File: config.mk
export PLATFORM = sky130hd
export DESIGN_NAME = iahb_arbiter_flat
export DESIGN_NICKNAME = d
export VERILOG_FILES = /design/src/rtl/iahb_arb_pkg.sv /design/src/rtl/iahb_arb_if.sv /design/src/rtl/iahb_arb_port.sv /design/src/rtl/iahb_arbiter.sv /design/src/flat_wrapper.sv
export SDC_FILE = /design/constraint.sdc
export NUM_CORES = 1
export LEC_CHECK = 0
export ABC_AREA = 1
export CAP_MARGIN = 20
export CORE_AREA = 8 8 123 125
export DETAILED_ROUTE_END_ITERATION = 6
export DIE_AREA = 0 0 131 133
export DONT_BUFFER_PORTS = 1
export GPL_TIMING_DRIVEN = 0
export PLACE_DENSITY_LB_ADDON = 0.05
export RECOVER_POWER = 50
export SLEW_MARGIN = 20
export SYNTH_ARGS = -nofsm -noshare
export SYNTH_HDL_FRONTEND = slang
export SYNTH_SLANG_ARGS = --single-unit
File: constraint.sdc
create_clock -name sys_clk -period 2.8 [get_ports sys_clk]
set_clock_uncertainty 0.05 [all_clocks]
set_input_delay 0.84 -clock sys_clk [delete_from_list [all_inputs] [get_ports sys_clk]]
set_output_delay 0.84 -clock sys_clk [all_outputs]
set_load 0.005 [all_outputs]
File: src/rtl/iahb_arb_pkg.sv
// Shared types for the instruction-bus arbiter: HTRANS codes, port state, captured request.
package iahb_arb_pkg;

    localparam int REQ_ADDR_W = 32;

    localparam logic [1:0] HTRANS_IDLE   = 2'b00;
    localparam logic [1:0] HTRANS_NONSEQ = 2'b10;

    typedef enum logic [1:0] {
        PORT_IDLE = 2'b00,
        PORT_PEND = 2'b01,
        PORT_DATA = 2'b10
    } port_state_t;

    typedef struct packed {
        logic [REQ_ADDR_W-1:0] addr;
        logic                  write;
        logic [2:0]            size;
        logic [2:0]            burst;
        logic [3:0]            prot;
    } req_t;

endpackage

File: src/rtl/iahb_arb_if.sv
// One AHB-Lite link; the arbiter takes each master link as slave and drives the memory link as master.
interface iahb_arb_if #(
    parameter int ADDR_W = 32,
    parameter int DATA_W = 32
);
    logic [ADDR_W-1:0] haddr;
    logic [1:0]        htrans;
    logic              hwrite;
    logic [2:0]        hsize;
    logic [2:0]        hburst;
    logic [3:0]        hprot;
    logic [DATA_W-1:0] hwdata;
    logic [DATA_W-1:0] hrdata;
    logic              hready;
    logic              hresp;

    modport master (
        output haddr, htrans, hwrite, hsize, hburst, hprot, hwdata,
        input  hrdata, hready, hresp
    );

    modport slave (
        input  haddr, htrans, hwrite, hsize, hburst, hprot, hwdata,
        output hrdata, hready, hresp
    );
endinterface

File: src/rtl/iahb_arb_port.sv
// Per-master port: IDLE/PEND/DATA state, holding register for a losing address phase.
// Latency: state changes on the edge after issue/capture; hready/hresp are combinational.
// Backpressure: hready low while PEND, follows slave hready while owning the data phase.
module iahb_arb_port
    import iahb_arb_pkg::*;
(
    input  logic        sys_clk,
    input  logic        sys_resetn,
    input  req_t        live_req,
    input  logic        issue,
    input  logic        capture,
    input  logic        s_hready,
    input  logic        s_hresp,
    output port_state_t state,
    output req_t        held_req,
    output logic        hready,
    output logic        hresp
);

    always_ff @(posedge sys_clk) begin
        if (!sys_resetn) begin
            state    <= PORT_IDLE;
            held_req <= '0;
        end else if (issue) begin
            state <= PORT_DATA;
        end else if (capture) begin
            state    <= PORT_PEND;
            held_req <= live_req;
        end else if (state == PORT_DATA && s_hready) begin
            state <= PORT_IDLE;
        end
    end

    always_comb begin
        hready = 1'b1;
        hresp  = 1'b0;
        case (state)
            PORT_DATA: begin
                hready = s_hready;
                hresp  = s_hresp;
            end
            PORT_PEND: hready = 1'b0;
            default:   hready = 1'b1;
        endcase
    end

endmodule

File: src/rtl/iahb_arbiter.sv
// Two-master AHB-Lite arbiter in front of the instruction memory, round-robin on ties.
// Latency: zero added cycles uncontended; a loser is replayed in the next free slave slot.
// Backpressure: slave hready stalls the owner and any pending port; nothing issues while low.
module iahb_arbiter
    import iahb_arb_pkg::*;
#(
    parameter int ADDR_W = 32,
    parameter int DATA_W = 32
) (
    input  logic sys_clk,
    input  logic sys_resetn,
    iahb_arb_if.slave  m0,
    iahb_arb_if.slave  m1,
    iahb_arb_if.master s
);

    req_t        live0, live1, held0, held1, chosen;
    port_state_t st0, st1;
    logic        hready0, hready1, hresp0, hresp1;
    logic [1:0]  acc, issue, capture;
    logic        issue_vld, sel, replay;
    logic        last_grant, owner, owner_vld;

    assign live0 = {m0.haddr, m0.hwrite, m0.hsize, m0.hburst, m0.hprot};
    assign live1 = {m1.haddr, m1.hwrite, m1.hsize, m1.hburst, m1.hprot};

    // Reset gates acceptance so nothing reaches the slave while sys_resetn is low.
    assign acc[0] = sys_resetn & hready0 & m0.htrans[1];
    assign acc[1] = sys_resetn & hready1 & m1.htrans[1];

    always_comb begin
        issue_vld = 1'b0;
        sel       = 1'b0;
        replay    = 1'b0;
        if (sys_resetn && s.hready) begin
            if (st0 == PORT_PEND) begin
                issue_vld = 1'b1;
                replay    = 1'b1;
            end else if (st1 == PORT_PEND) begin
                issue_vld = 1'b1;
                replay    = 1'b1;
                sel       = 1'b1;
            end else if (acc[0] && acc[1]) begin
                issue_vld = 1'b1;
                sel       = ~last_grant;
            end else if (acc[0]) begin
                issue_vld = 1'b1;
            end else if (acc[1]) begin
                issue_vld = 1'b1;
                sel       = 1'b1;
            end
        end
    end

    assign issue[0]   = issue_vld & ~sel;
    assign issue[1]   = issue_vld &  sel;
    assign capture    = acc & ~issue;

    assign chosen = replay ? (sel ? held1 : held0) : (sel ? live1 : live0);

    always_ff @(posedge sys_clk) begin
        if (!sys_resetn) begin
            last_grant <= 1'b1;
            owner      <= 1'b0;
            owner_vld  <= 1'b0;
        end else if (issue_vld) begin
            last_grant <= sel;
            owner      <= sel;
            owner_vld  <= 1'b1;
        end else if (s.hready) begin
            owner_vld  <= 1'b0;
        end
    end

    assign s.htrans = issue_vld ? HTRANS_NONSEQ : HTRANS_IDLE;
    assign s.haddr  = chosen.addr;
    assign s.hwrite = chosen.write;
    assign s.hsize  = chosen.size;
    assign s.hburst = chosen.burst;
    assign s.hprot  = chosen.prot;
    assign s.hwdata = !owner_vld ? '0 : (owner ? m1.hwdata : m0.hwdata);

    assign m0.hrdata = s.hrdata;
    assign m1.hrdata = s.hrdata;
    assign m0.hready = hready0;
    assign m1.hready = hready1;
    assign m0.hresp  = hresp0;
    assign m1.hresp  = hresp1;

    iahb_arb_port u_port0 (
        .sys_clk    (sys_clk),
        .sys_resetn (sys_resetn),
        .live_req   (live0),
        .issue      (issue[0]),
        .capture    (capture[0]),
        .s_hready   (s.hready),
        .s_hresp    (s.hresp),
        .state      (st0),
        .held_req   (held0),
        .hready     (hready0),
        .hresp      (hresp0)
    );

    iahb_arb_port u_port1 (
        .sys_clk    (sys_clk),
        .sys_resetn (sys_resetn),
        .live_req   (live1),
        .issue      (issue[1]),
        .capture    (capture[1]),
        .s_hready   (s.hready),
        .s_hresp    (s.hresp),
        .state      (st1),
        .held_req   (held1),
        .hready     (hready1),
        .hresp      (hresp1)
    );

endmodule

File: src/flat_wrapper.sv
// flat-port wrapper written by rule: the top's interface ports become plain ports
module iahb_arbiter_flat import iahb_arb_pkg::*;
#(
    parameter int ADDR_W = 32,
    parameter int DATA_W = 32
)
  (sys_clk, sys_resetn, m0_haddr, m0_htrans, m0_hwrite, m0_hsize, m0_hburst, m0_hprot, m0_hwdata, m0_hrdata, m0_hready, m0_hresp, m1_haddr, m1_htrans, m1_hwrite, m1_hsize, m1_hburst, m1_hprot, m1_hwdata, m1_hrdata, m1_hready, m1_hresp, s_haddr, s_htrans, s_hwrite, s_hsize, s_hburst, s_hprot, s_hwdata, s_hrdata, s_hready, s_hresp);
  iahb_arb_if #(.ADDR_W(ADDR_W), .DATA_W(DATA_W)) m0_i ();
  iahb_arb_if #(.ADDR_W(ADDR_W), .DATA_W(DATA_W)) m1_i ();
  iahb_arb_if #(.ADDR_W(ADDR_W), .DATA_W(DATA_W)) s_i ();
  input  logic sys_clk;
  input  logic sys_resetn;
  input wire logic [$bits(m0_i.haddr)-1:0] m0_haddr;
  input wire logic [$bits(m0_i.htrans)-1:0] m0_htrans;
  input wire logic [$bits(m0_i.hwrite)-1:0] m0_hwrite;
  input wire logic [$bits(m0_i.hsize)-1:0] m0_hsize;
  input wire logic [$bits(m0_i.hburst)-1:0] m0_hburst;
  input wire logic [$bits(m0_i.hprot)-1:0] m0_hprot;
  input wire logic [$bits(m0_i.hwdata)-1:0] m0_hwdata;
  output wire logic [$bits(m0_i.hrdata)-1:0] m0_hrdata;
  output wire logic [$bits(m0_i.hready)-1:0] m0_hready;
  output wire logic [$bits(m0_i.hresp)-1:0] m0_hresp;
  input wire logic [$bits(m1_i.haddr)-1:0] m1_haddr;
  input wire logic [$bits(m1_i.htrans)-1:0] m1_htrans;
  input wire logic [$bits(m1_i.hwrite)-1:0] m1_hwrite;
  input wire logic [$bits(m1_i.hsize)-1:0] m1_hsize;
  input wire logic [$bits(m1_i.hburst)-1:0] m1_hburst;
  input wire logic [$bits(m1_i.hprot)-1:0] m1_hprot;
  input wire logic [$bits(m1_i.hwdata)-1:0] m1_hwdata;
  output wire logic [$bits(m1_i.hrdata)-1:0] m1_hrdata;
  output wire logic [$bits(m1_i.hready)-1:0] m1_hready;
  output wire logic [$bits(m1_i.hresp)-1:0] m1_hresp;
  output wire logic [$bits(s_i.haddr)-1:0] s_haddr;
  output wire logic [$bits(s_i.htrans)-1:0] s_htrans;
  output wire logic [$bits(s_i.hwrite)-1:0] s_hwrite;
  output wire logic [$bits(s_i.hsize)-1:0] s_hsize;
  output wire logic [$bits(s_i.hburst)-1:0] s_hburst;
  output wire logic [$bits(s_i.hprot)-1:0] s_hprot;
  output wire logic [$bits(s_i.hwdata)-1:0] s_hwdata;
  input wire logic [$bits(s_i.hrdata)-1:0] s_hrdata;
  input wire logic [$bits(s_i.hready)-1:0] s_hready;
  input wire logic [$bits(s_i.hresp)-1:0] s_hresp;
  assign m0_i.haddr = m0_haddr;
  assign m0_i.htrans = m0_htrans;
  assign m0_i.hwrite = m0_hwrite;
  assign m0_i.hsize = m0_hsize;
  assign m0_i.hburst = m0_hburst;
  assign m0_i.hprot = m0_hprot;
  assign m0_i.hwdata = m0_hwdata;
  assign m0_hrdata = m0_i.hrdata;
  assign m0_hready = m0_i.hready;
  assign m0_hresp = m0_i.hresp;
  assign m1_i.haddr = m1_haddr;
  assign m1_i.htrans = m1_htrans;
  assign m1_i.hwrite = m1_hwrite;
  assign m1_i.hsize = m1_hsize;
  assign m1_i.hburst = m1_hburst;
  assign m1_i.hprot = m1_hprot;
  assign m1_i.hwdata = m1_hwdata;
  assign m1_hrdata = m1_i.hrdata;
  assign m1_hready = m1_i.hready;
  assign m1_hresp = m1_i.hresp;
  assign s_haddr = s_i.haddr;
  assign s_htrans = s_i.htrans;
  assign s_hwrite = s_i.hwrite;
  assign s_hsize = s_i.hsize;
  assign s_hburst = s_i.hburst;
  assign s_hprot = s_i.hprot;
  assign s_hwdata = s_i.hwdata;
  assign s_i.hrdata = s_hrdata;
  assign s_i.hready = s_hready;
  assign s_i.hresp = s_hresp;
  iahb_arbiter #(.ADDR_W(ADDR_W), .DATA_W(DATA_W)) u_core (.sys_clk(sys_clk), .sys_resetn(sys_resetn), .m0(m0_i), .m1(m1_i), .s(s_i));
endmodule
Word level (Yosys, flattened, before mapping). Cells that the tools add are included.

Bits of input ports: 190. Memories kept: 0. Output and inout port bits: 145. ROM bits: 0. RAM bits: 0. Latch bits: 0. Register bits: 93.

Add/sub/neg operators: 0. Eq/ne operators: 4. Shifts and indexed selects: 0. Magnitude comparators: 0. Bitwise logic cells: 13. Reductions and logical operators: 13. $mul: 0. Muxes and demuxes: 32. Div/mod/pow operators: 0.

Operator list (count): 43-bit 2-to-1 mux (3); 32-bit 2-to-1 mux (2); 1-bit 2-to-1 mux (18); 2-bit 2-to-1 mux (7); 1-bit bitwise AND (6); 2-bit nonzero test (3); 3-bit nonzero test (2); 1-bit inverter (5); 2-bit by 1-bit == test with 1-bit output, second input constant (2); 2-bit == test, second input constant (2); 1-bit logical AND (4); 1-bit one-hot mux with 2 select lines (2); 2-bit AND reduction (2); 2-bit OR reduction (2); 2-bit bitwise AND (1); 2-bit inverter (1).

Logic depth before layout (Yosys ltp).
Depth in word-level cells: 16. Gate-level depth with buffers: 13. Mapped depth without buffers: 11.

Modules after synthesis. Synthesis repeated with hierarchy kept, for this count alone.

Cell total of the unflattened synthesis: 1118. Area total of the unflattened synthesis: 6507.5 µm².

By module, submodules not included: iahb_arbiter (instances 1, area an instance 3304.4 µm², seq. area each 60.1 µm², cells an instance 714); iahb_arb_port (instances 2, area an instance 1601.5 µm², seq. area each 900.9 µm², cells an instance 202).

Worst setup path after synthesis. No wires, ideal clock.

Path kind: input port to output port. Start point: input port sys_resetn. End point: output port s_haddr[0]. Setup slack: -0.094 ns. Buffers on the path: 3. Stages: 12. Arrival: 2.004 ns. Cells stage by stage: buf_2 -> inv_1 -> nor2_2 -> nand2_1 -> nand2_1 -> nand2_4 -> inv_2 -> buf_6 -> buf_4 -> nand2_1 -> nand3_1 -> o21ai_1.

Cells in the longest elaborated chain, start to end: 10.

Ends and longest elaborated chain: start, declared (line flat_wrapper.sv:12) `input logic sys_resetn;`; 1-bit bitwise AND (2 in a row) (line iahb_arbiter.sv:29) `assign acc[1] = sys_resetn & hready1 & m1.htrans[1];`; 1-bit 2-to-1 mux (line iahb_arbiter.sv:48) `end else if (acc[1]) begin`; 1-bit 2-to-1 mux (line iahb_arbiter.sv:46) `end else if (acc[0]) begin`; 1-bit 2-to-1 mux (line iahb_arbiter.sv:43) `end else if (acc[0] && acc[1]) begin`; 1-bit 2-to-1 mux (line iahb_arbiter.sv:39) `end else if (st1 == PORT_PEND) begin`; 1-bit 2-to-1 mux (line iahb_arbiter.sv:36) `if (st0 == PORT_PEND) begin`; 1-bit 2-to-1 mux (line iahb_arbiter.sv:35) `if (sys_resetn && s.hready) begin`; 43-bit 2-to-1 mux (line iahb_arbiter.sv:59) `assign chosen = replay ? (sel ? held1 : held0) : (sel ? live1 : live0);`; 43-bit 2-to-1 mux * (line iahb_arbiter.sv:59); end, declared (line flat_wrapper.sv:33) `output wire logic [$bits(s_i.haddr)-1:0] s_haddr;`.

Mark *: on every way between the ends. The rest lies on a longest branch, timed or not.

Final worst setup path.
Start point: input port s_hready. End point: output port s_hprot[3].

Cells in the longest elaborated chain, start to end: 11.

Ends and longest elaborated chain: start, declared (line flat_wrapper.sv:41) `input wire logic [$bits(s_i.hready)-1:0] s_hready;`; 1-bit one-hot mux with 2 select lines (line iahb_arb_port.sv:37) `case (state)`; 1-bit bitwise AND (2 in a row) (line iahb_arbiter.sv:29); 1-bit 2-to-1 mux (line iahb_arbiter.sv:48); 1-bit 2-to-1 mux (line iahb_arbiter.sv:46); 1-bit 2-to-1 mux (line iahb_arbiter.sv:43); 1-bit 2-to-1 mux (line iahb_arbiter.sv:39); 1-bit 2-to-1 mux (line iahb_arbiter.sv:36); 1-bit 2-to-1 mux (line iahb_arbiter.sv:35); 43-bit 2-to-1 mux (line iahb_arbiter.sv:59); 43-bit 2-to-1 mux * (line iahb_arbiter.sv:59); end, declared (line flat_wrapper.sv:38) `output wire logic [$bits(s_i.hprot)-1:0] s_hprot;`.

Marks and branches as above.

==> flow_metrics.tcl <==
set metrics [dict create \
    status "finished, violations left" \
    violations "negative setup slack" \
    cts_buffers 9 \
    power_density_nw_per_um2 500 \
    cp-end-kind "output port" \
    cp-start-kind "primary input" \
    initial_utilization_pct 46.1 \
    cts_tree "yes" \
    grtUsageTotal_pct 25.5 \
    clkLatencyLatePin_ps 350 \
    synth_cells 982 \
    syn_to_final_growth_pct 25.5 \
    via_per_inst 5.42 \
    fin_crit_sh_pct 102 \
    syn_area_sq_um 6030 \
    htreeDepth 3 \
    core_sq_um 13100 \
    path_clk_slew_ps 60 \
    drive_gt1_share_pct 27.8 \
    ys_seq_area_share_pct 30.9 \
    setup_slack_ps -64.5 \
    design_power_total_mw 3.79 \
    crit_type "primary input to output port" \
    hold_class "register to register" \
    grt_max_degree 14 \
    final-setup-viol-count 41 \
    ys_ff_latch 93 \
    cts_sinks 93 \
    worst_pin_slew_ps 593 \
    cp_max_fo 10 \
    num_vias 6470 \
    ant_nets 0 \
    ys_types 27 \
    slew_viol_final 0 \
    grt_pass1_vias 6348 \
    cp.required_ps 1910 \
    hold_viol_final 0 \
    rsz0062_at_grt "yes" \
    clock_path_buffers 2 \
    drc 0 \
    wl_um 23400 \
    fill_cells 1349 \
    yosys_warnings 0 \
    io_pins 335 \
    fp.dieH_um 133 \
    drv_cap 0 \
    synth.avg_cell_area_sq_um 6.15 \
    place_congestion 0.817 \
    period_minus_slack_ps 2860 \
    fmax_mhz 349 \
    crit_arrival_ps 1970 \
    antenna_found_initial 0 \
    grt_pass1_wl_um 34800 \
    dr.first_iter.drc_count 445 \
    num_antenna_cells 0 \
    nets 1203 \
    drt_first_pass_iters 4 \
    dieArea_sq_um 17400 \
    synth_fp_nets 1172 \
    vdd_drop_max_v 0.000406 \
    slew-limit-headroom_pct 60.5 \
    grt_overflow 0 \
    io_buffers 0 \
    rows 42 \
    leakagePower_nw 3.55 \
    die_x_um 131 \
    cts-root-buf "clkbuf_16" \
    dpl.hpwl_um 17000 \
    routedWlPerCell_um 19.6 \
    setup_tns_ps -1370 \
]
==> power breakdown <==
group | total [mW] | leakage (nW) | switching [mW] | internal [mW]
Clock | 1.23 | 0.138 | 0.508 | 0.719
Sequential | 1.51 | 0.767 | 0.0683 | 1.44
Combinational | 1.05 | 2.65 | 0.646 | 0.408
Total | 3.79 | 3.55 | 1.22 | 2.57
==> cells in the mapped netlist, drive strengths merged <==
cell	number	area, sq um
a211oi	1	7.51
a21oi	48	248
and2	1	6.26
buf	108	747
clkbuf	30	113
clkinv	1	3.75
conb	1	3.75
dfxtp	93	1860
inv	100	375
nand2	144	561
nand3	135	681
nand4	1	6.26
nor2	154	591
nor3	2	10.0
o211ai	2	15.0
o21ai	161	806
==> metrics by stage <==
step           setup slack (ps)  area [sq um]  hold WS (ps)  std cells  utilization [%]
3_5_place_dp               -756          6290           402       1158             48.1
5_1_grt                    -125          7570           443       1194             57.9
6_report                  -64.5          7570           422       1194             57.9
3_3_place_gp               -785          6290           405       1158             48.1
4_1_cts                   -68.7          7340           416       1191             56.1
2_1_floorplan             -7.88          6070           379        982                -
==> state kept, by name, indices dropped and copies added (netlist names) <==
name	cells
u_core.u_port0.held_req	43
u_core.u_port1.held_req	43
u_core.u_port0.state	2
u_core.u_port1.state	2
u_core.last_grant	1
u_core.owner	1
u_core.owner_vld	1
==> path summary, 6_finish.rpt <==
kind / from / endpoint / slack [ps] / depth (start not counted)
hold reg to reg: u_core.u_port1.held_req[37]$_SDFFE_PN0P_ / u_core.u_port1.held_req[37]$_SDFFE_PN0P_ / 420 / 2
hold / removal: u_core.u_port1.held_req[37]$_SDFFE_PN0P_ / u_core.u_port1.held_req[37]$_SDFFE_PN0P_ / 420 / 2
setup reg to reg: u_core.u_port1.state[1]$_SDFFE_PN0P_ / u_core.u_port1.held_req[25]$_SDFFE_PN0P_ / 870 / 10
setup / recovery: s_hready / s_hprot[3] / -60 / 12
==> placed cells by master, fill, tap and decap left out, drive strengths merged <==
| cell | instances |
|---|---|
| clkbuf | 41 |
| a211oi | 1 |
| and2 | 1 |
| a21oi | 48 |
| inv | 99 |
| nor2 | 154 |
| o211ai | 2 |
| conb | 1 |
| nand4 | 1 |
| clkinv | 2 |
| nand2 | 145 |
| buf | 131 |
| bufinv | 1 |
| o21ai | 161 |
| nor3 | 2 |
| dfxtp | 93 |
| nand3 | 135 |
==> final cells by class <==
| type | count | area, sq um | share of cell area, % |
|---|---|---|---|
| multi-input combinational | 651 | 3520 | 46.5 |
| sequential | 93 | 1870 | 24.8 |
| buffer | 138 | 1020 | 13.5 |
| inverter | 101 | 418 | 5.52 |
| clock buffer | 15 | 258 | 3.40 |
| timing repair buffer | 19 | 231 | 3.06 |
| tap | 176 | 220 | 2.91 |
| clock inverter | 1 | 30.0 | 0.397 |
==> metal layers <==
layer | global-route usage [%] | share of wire [%] | vias up
met1 | 32.4 | 43 | 3052
met3 | 7.55 | 8.8 | 23
met2 | 40.5 | 46 | 241
li1 | - | - | 3154
met4 | 7.47 | 1.5 | 0
met5 | 0 | 0 | -
==> critical path: stages <==
cell,delay (ps)
inv_16,20
nand3_4,70
nand4_1,120
nand2_2,100
nand2_4,80
nand2_8,120
clkinv_8,80
buf_12,150
buf_12,150
nand2_2,60
nand3_2,80
o21ai_4,100
==> cell families after synthesis <==
family / Yosys count / share of synthesized area (%)
AO/OA/AOI/OAI: 212 / 17.8
other: 1 / 0.0621
AND/OR/NAND/NOR: 437 / 30.7
flip-flops: 93 / 30.9
buffers and inverters: 239 / 20.5
==> repair_timing <==
action	CTS	global route
setup buffers	12	3
hold buffers	0	0
cloned	6	1
pin swaps	29	8
setup endpoints to repair	43	44
resized for setup	180	76
No activity file was read; power rests on OpenSTA's default activity.
